<file path="config.mk">
export PLATFORM = sky130hd
export DESIGN_NAME = serial_add_sub
export DESIGN_NICKNAME = d
export VERILOG_FILES = /design/src/rtl/serial_add_sub.sv
export SDC_FILE = /design/constraint.sdc
export NUM_CORES = 1
export LEC_CHECK = 0
export ABC_AREA = 0
export ABC_CLOCK_PERIOD_IN_PS = 5200
export BUFFER_PORTS_ARGS = -buffer_cell sky130_fd_sc_hd__buf_4
export CAP_MARGIN = 15
export CORE_MARGIN = 2
export CORE_UTILIZATION = 50
export DETAILED_ROUTE_END_ITERATION = 10
export MAX_ROUTING_LAYER = met4
export PLACE_DENSITY = 0.75
export SETUP_SLACK_MARGIN = 0.05
export SYNTH_ARGS = -nofsm -noshare
export SYNTH_HDL_FRONTEND = slang
export SYNTH_SLANG_ARGS = --single-unit
</file>
<file path="constraint.sdc">
create_clock -name clk -period 5.2 [get_ports clk]
set_clock_uncertainty 0.15 [all_clocks]
set_input_delay 0.26 -clock clk [delete_from_list [all_inputs] [get_ports clk]]
set_output_delay 0.26 -clock clk [all_outputs]
set_load 0.02 [all_outputs]
</file>
<file path="src/rtl/serial_add_sub.sv">
// Digit-serial adder/subtractor: DIGIT bits per clock, LSB first, with a registered
// carry/borrow between digits and a start/busy/done handshake.
module serial_add_sub #(
    parameter int WIDTH = 8,
    parameter int DIGIT = 1
) (
    input  logic             clk,
    input  logic             rst,
    input  logic             start,
    input  logic             mode,
    input  logic [WIDTH-1:0] a,
    input  logic [WIDTH-1:0] b,
    output logic             busy,
    output logic             done,
    output logic [WIDTH-1:0] result,
    output logic             carry_borrow,
    output logic             overflow
);

    localparam int N  = WIDTH / DIGIT;
    localparam int CW = (N > 1) ? $clog2(N) : 1;
    localparam logic [CW-1:0] LAST = CW'(N - 1);

    localparam logic [1:0] S_IDLE = 2'd0;
    localparam logic [1:0] S_RUN  = 2'd1;
    localparam logic [1:0] S_DONE = 2'd2;

    generate
        if (WIDTH < 2 || DIGIT < 1 || (WIDTH % DIGIT) != 0) begin : g_bad_params
            $error("serial_add_sub: WIDTH must be >= 2 and a multiple of DIGIT");
        end
    endgenerate

    logic [1:0]       r_state;
    logic [WIDTH-1:0] r_a;
    logic [WIDTH-1:0] r_b;
    logic [WIDTH-1:0] r_acc;
    logic             r_mode;
    logic             r_cy;
    logic             r_sa;
    logic             r_sb;
    logic [CW-1:0]    r_cnt;
    logic [WIDTH-1:0] r_result;
    logic             r_cb;
    logic             r_ovf;

    logic [DIGIT-1:0] w_ad;
    logic [DIGIT-1:0] w_bd;
    logic [DIGIT:0]   w_dig;
    logic [WIDTH-1:0] w_s_ext;
    logic [WIDTH-1:0] w_acc_next;
    logic             w_cout;
    logic             w_ovf;
    logic             w_accept;
    logic             w_last;

    always_comb begin
        w_ad = r_a[DIGIT-1:0];
        w_bd = r_b[DIGIT-1:0];
        // A negative digit difference wraps into bit DIGIT, which is exactly the borrow out.
        if (r_mode) begin
            w_dig = {1'b0, w_ad} - {1'b0, w_bd} - {{DIGIT{1'b0}}, r_cy};
        end else begin
            w_dig = {1'b0, w_ad} + {1'b0, w_bd} + {{DIGIT{1'b0}}, r_cy};
        end
        w_cout  = w_dig[DIGIT];
        w_s_ext = '0;
        w_s_ext[DIGIT-1:0] = w_dig[DIGIT-1:0];
        w_acc_next = (r_acc >> DIGIT) | (w_s_ext << (WIDTH - DIGIT));
        if (r_mode) begin
            w_ovf = (r_sa != r_sb) && (w_acc_next[WIDTH-1] != r_sa);
        end else begin
            w_ovf = (r_sa == r_sb) && (w_acc_next[WIDTH-1] != r_sa);
        end
    end

    assign w_accept = start && (r_state != S_RUN);
    assign w_last   = (r_cnt == LAST);

    always_ff @(posedge clk or posedge rst) begin
        if (rst) begin
            r_state  <= S_IDLE;
            r_a      <= '0;
            r_b      <= '0;
            r_acc    <= '0;
            r_mode   <= 1'b0;
            r_cy     <= 1'b0;
            r_sa     <= 1'b0;
            r_sb     <= 1'b0;
            r_cnt    <= '0;
            r_result <= '0;
            r_cb     <= 1'b0;
            r_ovf    <= 1'b0;
        end else begin
            case (r_state)
                S_RUN: begin
                    r_a   <= r_a >> DIGIT;
                    r_b   <= r_b >> DIGIT;
                    r_acc <= w_acc_next;
                    r_cy  <= w_cout;
                    r_cnt <= r_cnt + 1'b1;
                    if (w_last) begin
                        r_state  <= S_DONE;
                        r_result <= w_acc_next;
                        r_cb     <= w_cout;
                        r_ovf    <= w_ovf;
                    end
                end
                default: begin
                    if (w_accept) begin
                        r_state <= S_RUN;
                        r_a     <= a;
                        r_b     <= b;
                        r_mode  <= mode;
                        r_sa    <= a[WIDTH-1];
                        r_sb    <= b[WIDTH-1];
                        r_cy    <= 1'b0;
                        r_cnt   <= '0;
                    end else begin
                        r_state <= S_IDLE;
                    end
                end
            endcase
        end
    end

    assign busy         = (r_state == S_RUN);
    assign done         = (r_state == S_DONE);
    assign result       = r_result;
    assign carry_borrow = r_cb;
    assign overflow     = r_ovf;

endmodule

</file>
== Yosys cells after proc, flatten, opt, wreduce, memory -nomap -nowiden ==
Cells that the tools add are included.

* Register bits: 43
* Word-level logic and storage cells: 46

* $add $sub $neg: 5
* Eq/ne operators: 8
* Multiplexer cells: 13
* Bitwise logic cells: 2
* Reduce and logical (&&, ||, !) cells: 6

{| class="wikitable"
|+ Operators by type and width
! cell !! number
|-
| $mux W8 || 4
|-
| $or A7 B8 Y8 || 1
|-
| $mux W2 || 3
|-
| $mux W3 || 2
|-
| $mux W1 || 4
|-
| $ne A2 B1 Y1 const B || 2
|-
| $reduce_and A2 Y1 || 2
|-
| $add A3 B1 Y3 const B || 1
|-
| $eq A3 B3 Y1 const B || 1
|-
| $logic_and A1 B1 Y1 || 3
|-
| $add A1 B1 Y2 || 1
|-
| $add A2 B1 Y2 || 1
|-
| $eq A2 B1 Y1 const B || 1
|-
| $eq A2 B2 Y1 const B || 1
|-
| $ne A1 B1 Y1 || 2
|-
| $reduce_bool A2 Y1 || 1
|-
| $sub A1 B1 Y2 || 1
|-
| $sub A2 B1 Y2 || 1
|-
| $eq A1 B1 Y1 || 1
|-
| $not A1 Y1 || 1
|}

== Longest topological paths before layout ==
Gate-level depths: netlist of the first run.

* Word-level depth: 7
* Gate-level depth with buffers: 6
* Gate-level depth less buffers: 5

== Worst setup path before layout of the first run ==
Ideal clock, no wire load.

* Kind: register to register
* From: register r_cnt[0]
* To: register r_result[0] (netlist: result[0])
* Setup time: 0.125 ns
* Arrival: 1.372 ns
* Setup slack: 3.553 ns
* Stages on the path, launching flop included: 6
* Buffers on the path: 1
* Cell sequence: dfrtp_1 > ha_1 > ha_1 > nand3b_4 > buf_2 > mux2_2

* Cells in the longest elaborated chain, start to end: 2

{| class="wikitable"
|+ Ends and longest elaborated chain
! item !! line !! RTL
|-
| start, declared || 42 || <nowiki>logic [CW-1:0] r_cnt;</nowiki>
|-
| start signal, assigned || 101 || <nowiki>r_cnt <= r_cnt + 1'b1;</nowiki>
|-
| $eq A3 B3 Y1 || 78 || <nowiki>assign w_last = (r_cnt == LAST);</nowiki>
|-
| $reduce_and A2 Y1 (no line) || - ||
|-
| end signal, assigned || 104 || <nowiki>r_result <= w_acc_next;</nowiki>
|-
| end, declared || 43 || <nowiki>logic [WIDTH-1:0] r_result;</nowiki>
|}

Every way passes these cells.
A chain may end at the register's enable or synchronous reset.

== Final worst setup path of the first run ==
* From: register r_state[1]
* To: output port busy

* Cells in the longest elaborated chain, start to end: 1

{| class="wikitable"
|+ Ends and longest elaborated chain
! item !! line !! RTL
|-
| start, declared || 34 || <nowiki>logic [1:0] r_state;</nowiki>
|-
| start signal, assigned || 82 || <nowiki>r_state <= S_IDLE;</nowiki>
|-
| start signal, assigned || 103 || <nowiki>r_state <= S_DONE;</nowiki>
|-
| start signal, assigned || 111 || <nowiki>r_state <= S_RUN;</nowiki>
|-
| $eq A2 B1 Y1 || 127 || <nowiki>assign busy = (r_state == S_RUN);</nowiki>
|-
| end, declared || 13 || <nowiki>output logic busy,</nowiki>
|}

Every way passes these cells.

==> results of run 1 <==
==> final cells by class <==
class / instances / area [µm²]
clock buffer: 7 / 76.3
fill: 317 / 1430
inverter: 6 / 25.0
multi-input combinational: 106 / 717
sequential: 42 / 1050
tap: 48 / 60.1
timing repair buffer: 33 / 250
==> cell usage after synthesis <==
cell type  number
nand2_2         1
inv_1           5
o21ai_0        19
or3_1           1
mux2_2         13
mux2i_1        17
ha_1            2
nor2b_1         3
buf_2           3
dfrtp_1        42
xor2_1          1
nor2_1          4
fa_1            2
buf_6           1
nand2b_1        3
nand2_1        39
nand3b_4        1
inv_4           1
clkbuf_2        1
buf_4           3
==> cell usage in the layout (no fill, tap or decap) <==
master	Yosys	routed
nand3b_4	1	1
buf_4	3	32
ha_1	2	2
mux2_2	13	13
mux2i_1	17	17
clkbuf_1	0	2
dfrtp_1	42	42
nor2b_1	3	3
o21ai_0	19	19
fa_1	2	2
or3_1	1	1
clkbuf_8	0	5
nand2b_1	3	3
inv_4	1	1
dlygate4sd3_1	0	1
xor2_1	1	1
nor2_1	4	4
nand2_2	1	1
nand2_1	39	39
inv_1	5	5
==> sequential cells by signal, indices dropped and copies added, names as in the netlist <==
signal        cells
carry_borrow      1
overflow          1
r_a               8
r_acc             7
r_b               8
r_cnt             3
r_cy              1
r_mode            1
r_sa              1
r_sb              1
r_state           2
result            8
==> worst paths after layout <==
path | startpoint | end | slack (ns) | cells after the start
max reg2reg | r_state[1] | r_cnt[0] | 3.47 | 4
max in group asynchronous | rst | r_sb | 4.04 | 4
min in group asynchronous | rst | r_acc[5] | 0.50 | 4
max | r_state[1] | busy | 3.19 | 3
min reg2reg | r_acc[1] | r_acc[1] | 0.33 | 2
min | mode | r_mode | 0.05 | 2
==> worst register-to-register path, delay by kind of cell, from the launching register on <==
kind,cells,cell delay [ns]
buf+inv,1,0.38
flops,1,0.39
mux,1,0.27
simple gates,2,0.42
==> metal layers <==
| layer | wire length, µm | GRT usage [%] | vias up |
|---|---|---|---|
| met5 | 0 | - | - |
| met3 | 151 | 5.21 | 6 |
| met1 | 1330 | 20.5 | 580 |
| met4 | 53 | 6.38 | 0 |
| met2 | 1580 | 30.4 | 28 |
| li1 | - | - | 591 |
==> logic make-up (layout without fill, tap and decap cells) <==
| family | count (synthesis) | in the layout | share of synthesized area, % |
|---|---|---|---|
| compound gates | 19 | 19 | 5.15 |
| mux | 30 | 30 | 17.1 |
| fa+ha+maj | 4 | 4 | 3.52 |
| buf+inv | 14 | 46 | 4.27 |
| xor+xnor | 1 | 1 | 0.474 |
| flops | 42 | 42 | 56.9 |
| simple gates | 52 | 52 | 12.5 |
==> through the flow <==
step	hold slack [ns]	utilization [%]	setup slack [ns]	power, mW	cells
global route	0.0430	60.4	3.05	1.34	242
CTS	0.0477	60.4	3.16	1.25	242
floorplan	0.260	-	3.55	0.925	162
detailed placement	0.285	58.1	3.47	1.05	234
finish	0.0531	60.4	3.19	1.23	242
global placement	0.271	58.1	3.52	1.02	234
==> power breakdown <==
| part | total (mW) | internal [mW] | switching, mW |
|---|---|---|---|
| Clock | 0.195 | 0.0924 | 0.103 |
| Combinational | 0.476 | 0.211 | 0.266 |
| Sequential | 0.557 | 0.471 | 0.0855 |
| Total | 1.23 | 0.774 | 0.454 |
==> run metrics, run 1 <==
Ports=32; Final Hold Fails=0; fin crit share=38.7%; post-synth top area cell=dfrtp_1; Leak=1.10 nW; CTS Buf Count=5; vias per std cell=4.98; initial drt markers=51; setup bufs post-CTS=0; minimum clock period=2.01 ns; dpl hpwl=2.22 mm; Syn Std Cell Area=0.00185 mm²; crit path DAT=1.60 ns; syn avg cell area=11.4 µm²; root buffer selected by CTS=clkbuf_8; Peak Freq=498 MHz; P per Cell Area=564 mW/mm²; largest net degree at the start of global routing=46; Via Count=1205; library cells used by synthesis=20; status=complete, no violations; cts hold-fix bufs=1; clock net sink count=42; Die X-Extent=64.8 µm; Post-DRT Antenna Nets=0; critical path startpoint category=flip-flop; unrepaired setup endpoints after global routing=false; Final Slew Violations=0; PortBufs=31; number of endpoints failing setup at the final stage=0; Core ar.=0.00361 mm²; worst vdd ir=0.217 mV; Post-Syn Nets=186; worst slew pin tran=0.510 ns; post-cts resize count=0; # H-tree levels=2; crit-path max FO=45; Initial Util=51.2%; Synth Instances=162; final setup TNS=0 ns; gp weighted congestion=0.719; global route overflow=0; maxcap violations=0; slowest stage delay, CP=0.39 ns; area grow syn2layout=18.0%; CTS clock-pin slew for the worst setup and hold paths=0.07 ns; Critical Path, Cell by Cell=nand2b_1 > inv_4 > buf_4; Synth area leaders=dfrtp_1 57%, mux2i_1 9.2%, mux2_2 7.9%; share of layout cells above drive strength 1=27.3%; top cell family by delay on the critical path=buffers and inverters; worst skew pair latency=0.29 ns; initial antenna violation count=0; GRT Total Usage=18.0%; placed cell area=0.00209 mm²; NumNets Final=218; TritonCTS clock tree=done; die area=0.00420 mm²; fin area=0.00218 mm²; antenna cells=0; post-synthesis sequential area ratio=56.9%; drt wl/cell=12.9 µm; max_slew headroom=66.0%; Bufs and invs on worst path=2; flops & latches, synth=42; Longest Clk Path Bufs=2; first-pass GRT wire length=5.41 mm; slowest stage cell, crit path=dfrtp_1; Rows=22; DR DRC count=0; share of the synthesized area in the top cell type=56.9%; drt pass-1 iters=4; Setup CP Type=flip-flop to output pin; final wirelength=3.11 mm; WP data required=4.79 ns; worst min path class=primary input to flip-flop; number of global-route vias before repair=1198; Crit. End Element=output pin; Yosys warnings=0; Die Ht=64.8 µm
No activity file was read; power rests on OpenSTA's default activity.
==> run 2: changes to the inputs <==
- ABC_CLOCK_PERIOD_IN_PS: 5200 -> 1900
- clock period: 5.2 -> 1.9 ns (I/O delays scaled with it)
==> run metrics, run 2 (synthesis gave the netlist of run 1 again) <==
slowest stage delay, CP=0.47 ns; Psw=1.25 mW; antenna cells=0; die area=0.00420 mm²; status=complete, no violations; WP data required=1.92 ns; CTS Buf Count=5; setup bufs post-CTS=0; crit-path max FO=4; critical path startpoint category=flip-flop; Leak=1.19 nW; PortBufs=31; TritonCTS clock tree=done; Crit. End Element=flip-flop; DP Worst Slack=0.306 ns; max_slew headroom=65.9%; root buffer selected by CTS=clkbuf_8; gp weighted congestion=0.707; FF-to-FF path depth=5; number of global-route vias before repair=1219; Final Worst Setup Slack=0.313 ns; Final Util=66.0%; Rows=22; NumNets Final=238; Ports=32; Via Count=1299; minimum clock period=1.59 ns; # H-tree levels=2; GRT Total Usage=18.9%; drt pass-1 iters=4; Reg power frac=44.0%; number of cells on the critical path=5; Die Ht=64.8 µm; slowest stage cell, crit path=fa_1; clock net sink count=42; maxcap violations=0; worst min path class=primary input to flip-flop; worst vdd ir=0.736 mV; sequential cell area=0.00105 mm²; final setup TNS=0 ns; fill cell count=291; final wirelength=3.23 mm; Clk network pwr share=15.9%; multi-input combinational cell area=717 µm²; Initial Util=51.2%; DR DRC count=0; drt wl/cell=12.4 µm; Bufs and invs on worst path=1; worst skew pair latency=0.29 ns; Core ar.=0.00361 mm²; number of endpoints failing setup at the final stage=0; vias per std cell=4.98; fin area=0.00238 mm²; Setup CP Type=flip-flop to flip-flop; worst slew pin tran=0.512 ns; global route overflow=0; initial antenna violation count=0; initial drt markers=82; Gate power share=40.1%; share of layout cells above drive strength 1=26.8%; unrepaired setup endpoints after global routing=false; commonest non-fill, non-tap cell in the layout=dfrtp_1; Final Slew Violations=0; top cell family by delay on the critical path=adder cells; Final Power=3.47 mW; placed cell area=0.00212 mm²; dpl hpwl=2.20 mm; area grow syn2layout=28.8%; internal power=2.22 mW; P per Cell Area=1460 mW/mm²; Peak Freq=630 MHz; crit path DAT=1.61 ns; first-pass GRT wire length=5.68 mm; commonest cells after routing, fill and taps aside=42 x dfrtp_1, 39 x nand2_1, 35 x buf_4; Final Hold Fails=0; count of cells along the worst hold path=3; Critical Path, Cell by Cell=inv_1 > fa_1 > nor2b_1 > mux2i_1 > o21ai_0; CTS clock-pin slew for the worst setup and hold paths=0.07 ns; Sw Ratio=36.2%; Die X-Extent=64.8 µm; fin crit share=83.5%; largest net degree at the start of global routing=43; post-cts resize count=0; Longest Clk Path Bufs=2; Post-DRT Antenna Nets=0
==> run 2: worst register-to-register path, delay by kind of cell, from the launching register on <==
kind	cells	cell delay, ns
AOI/OAI and AO/OA	1	0.08
buffers and inverters	1	0.11
DFF	1	0.38
muxes	1	0.12
and+or+nand+nor	1	0.16
adders and majority gates	1	0.47
==> run 2: through the flow <==
stage,hold slack [ns],cells
global route,0.135,261
detailed placement,0.116,237
CTS,0.125,261
finish,0.133,261
global placement,0.104,237
floorplan,0.0955,162
==> run 2: power by group through the flow <==
stage,combinational [mW],sequential (mW),clock (mW)
2_1_floorplan,0.939,1.59,0
3_3_place_gp,1.34,1.52,0
3_5_place_dp,1.38,1.55,0
4_1_cts,1.42,1.53,0.573
5_1_grt,1.58,1.57,0.630
6_report,1.39,1.53,0.550
==> run 2: final timing paths <==
path | end | slack, ns | startpoint
max | overflow | 0.31 | r_b[0]
min | r_b[7] | 0.13 | start
max reg2reg | overflow | 0.31 | r_b[0]
min reg2reg | r_acc[1] | 0.34 | r_acc[1]
max in group asynchronous | r_b[7] | 0.91 | rst
min in group asynchronous | result[4] | 0.34 | rst
==> run 2: cell type report <==
class                           count  share of cell area [%]
Sequential cell                    42                    44.2
Multi-Input combinational cell    106                    30.1
Timing Repair Buffer               53                    18.6
Clock buffer                        6                    3.47
Tap cell                           48                    2.52
Inverter                            6                    1.05
==> run 2: per-layer routing <==
metal	track usage [%]	up-vias	part of all wire, %
met4	7.18	0	1.9
met5	-	-	0
li1	-	636	-
met2	30.3	32	51
met3	6.25	6	4.9
met1	22.4	625	42
==> run 2: timing repair <==
item                                    4_1_cts  5_1_grt
hold buffers                                 18        0
endpoints found under the hold margin        61        0
endpoints found under the setup margin        0        0
==> run 3: changes to the inputs <==
- ABC_AREA: 0 -> 1
- ABC_CLOCK_PERIOD_IN_PS: 1900 -> 1400
- CORE_UTILIZATION: 50 -> 49
- PLACE_DENSITY: 0.75 -> 0.77
- clock period: 1.9 -> 1.4 ns (I/O delays scaled with it)
==> run metrics, run 3 <==
Longest Clk Path Bufs=2; gp weighted congestion=0.755; internal power=3.47 mW; global route overflow=0; GRT Total Usage=22.7%; post-synthesis mux area share=0%; first-pass GRT wire length=6.84 mm; NumNets Final=310; share of layout cells above drive strength 1=35.5%; Setup CP Type=flip-flop to flip-flop; Synth area leaders=dfrtp_1 58%, nand2_1 22%, nand3_1 4.9%; placed cell area=0.00218 mm²; DP Worst Slack=-0.111 ns; clock net sink count=42; Initial Util=50.5%; crit-path max FO=3; commonest non-fill, non-tap cell in the layout=nand2_1; worst setup path start=r_a[0]; CTS clock-pin slew for the worst setup and hold paths=0.08 ns; worst skew pair latency=0.31 ns; R2R setup slack=-0.07 ns; area grow syn2layout=52.4%; Core ar.=0.00361 mm²; worst min path class=primary input to flip-flop; Final Worst Setup Slack=-0.0691 ns; dpl hpwl=2.41 mm; drt pass-1 iters=4; share of the synthesized area in the top cell type=57.7%; TritonCTS clock tree=done; worst slew pin tran=0.235 ns; post-synth top area cell=dfrtp_1; P per Cell Area=2030 mW/mm²; maxcap violations=0; Leak=1.44 nW; FF-to-FF path depth=6; unrepaired setup endpoints after global routing=true; max_slew headroom=84.3%; largest net degree at the start of global routing=43; Post-DRT Antenna Nets=0; initial drt markers=110; initial antenna violation count=0; Final Instance Count excl. Fillers=335; Clk network pwr share=17.0%; Yosys warnings=0; r2r endpoint=overflow; post-synthesis sequential area ratio=57.7%; Post-Syn Nets=233; Async SR Flop Fraction=100%; worst vdd ir=0.964 mV; Gate power share=46.5%; Psw=2.17 mW; minimum clock period=1.47 ns; commonest cells after routing, fill and taps aside=90 x nand2_1, 43 x buf_4, 42 x dfrtp_1; Ports=32; library cells used by synthesis=17; PortBufs=31; Post-Synth Adder-Cell Area=3.57%; number of global-route vias before repair=1581; die area=0.00422 mm²; flops & latches, synth=42; top cells by count, synth=105 x nand2_1, 42 x dfrtp_1, 18 x nand3_1; syn avg cell area=8.72 µm²; number of enable flip-flop cells after synthesis=0; fin crit share=105%; root buffer selected by CTS=clkbuf_8; Sw Ratio=38.5%; Die X-Extent=65.0 µm; Peak Freq=681 MHz; status=finished with violations; # H-tree levels=2; Die Ht=65.0 µm; Reg power frac=36.5%; dpl cells=295; fin area=0.00278 mm²; final setup TNS=-0.163 ns; Crit. End Element=flip-flop; Synth Instances=209; Final Slew Violations=0; count leader, synth=nand2_1; XOR/XNOR Fraction of Synth Area=0%; antenna cells=0; CTS Buf Count=5; DR DRC count=0; Final Util=77.0%; worst reg2reg startpoint=r_a[0]; failing checks=negative setup slack; count of cells along the worst hold path=4; Syn Std Cell Area=0.00182 mm²; Rows=22; Via Count=1618; vias per std cell=4.83; post-synthesis compound-gate area fraction=3.02%; crit path DAT=1.52 ns; WHS Endpoint=r_mode; drt wl/cell=13.4 µm; Final Hold Fails=0; critical path startpoint category=flip-flop; WP data required=1.45 ns; fill cell count=244; Post-synth top flop=dfrtp_1; post-synthesis simple-gate area fraction=28.4%; number of endpoints failing setup at the final stage=9; final wirelength=4.48 mm; largest family of logic cells by synthesized area=simple AND/OR/NAND/NOR gates; worst hold path startpoint=start
run 3: cell types whose count changed in the layout (fill, tap and decap cells not counted), moves of 4 or more:
cell and change:
inv_2 +4, nand2_4 +4, buf_6 +5, buf_8 +4
buf_4 +8, nand2_2 +13, mux2_2 -13, mux2i_1 -17
inv_1 +4, o21ai_0 -16, nand3_1 +16, nand2_1 +51
run 3: worst max-delay path by stage:
stage / endpoint / slack (ns)
after CTS: overflow / -0.07
after global placement: overflow / -0.02
final: overflow / -0.07
after floorplan: overflow / -0.01
after global routing: overflow / -0.15
after detailed placement: carry_borrow / -0.11
run 3: cells by family (layout without fill, tap and decap cells):
| logic type | count (synthesis) | after routing |
|---|---|---|
| compound gates | 10 | 10 |
| simple gates | 130 | 130 |
| fa+ha+maj | 4 | 4 |
| buf+inv | 23 | 101 |
| flops | 42 | 42 |
run 3: area by class of cell:
cell class / count / area [µm²] / area share [%]
clock inverter: 3 / 40.0 / 1.44
inverter: 17 / 86.3 / 3.11
multi-input combinational: 144 / 751 / 27.0
timing repair inverter: 2 / 15.0 / 0.541
tap: 48 / 60.1 / 2.16
timing repair buffer: 74 / 704 / 25.4
sequential: 42 / 1050 / 37.9
clock buffer: 5 / 68.8 / 2.48
run 3: what timing repair did:
action | CTS | global route
setup buffers | 3 | 8
endpoints found under the hold margin | 61 | 0
pin swaps | 5 | 13
gates resized for setup | 18 | 39
gates cloned | 2 | 1
hold buffers | 18 | 0
setup endpoints to repair | 14 | 33
run 3: routing by layer:
metal  GRT usage [%]  wire length (µm)
met2            38.1              2430
met5               -                 0
met4            7.98                78
met1            25.4              1780
met3            7.64               190
run 3: worst max-delay path, cell delays in order (launching register included):
cell and delay (ns):
dfrtp_1 0.42, fa_1 0.55, nand2_1 0.06, inv_1 0.05, nor2_1 0.04, nand3_1 0.06
nand2_1 0.05
run 3: through the flow:
step | power (mW) | hold slack (ns)
final | 5.65 | 0.0253
after detailed placement | 3.94 | 0.0126
after global placement | 3.86 | 0.00453
after global routing | 6.05 | 0.0368
after floorplan | 3.30 | 0.0399
after CTS | 5.16 | 0.0213
run 3: power by group through the flow:
stage | registers [mW] | logic, mW | clock network (mW)
after floorplan | 2.12 | 1.19 | 0
after global placement | 2.01 | 1.85 | 0
after detailed placement | 2.03 | 1.91 | 0
after CTS | 2.02 | 2.17 | 0.966
after global routing | 2.12 | 2.89 | 1.05
final | 2.06 | 2.63 | 0.959
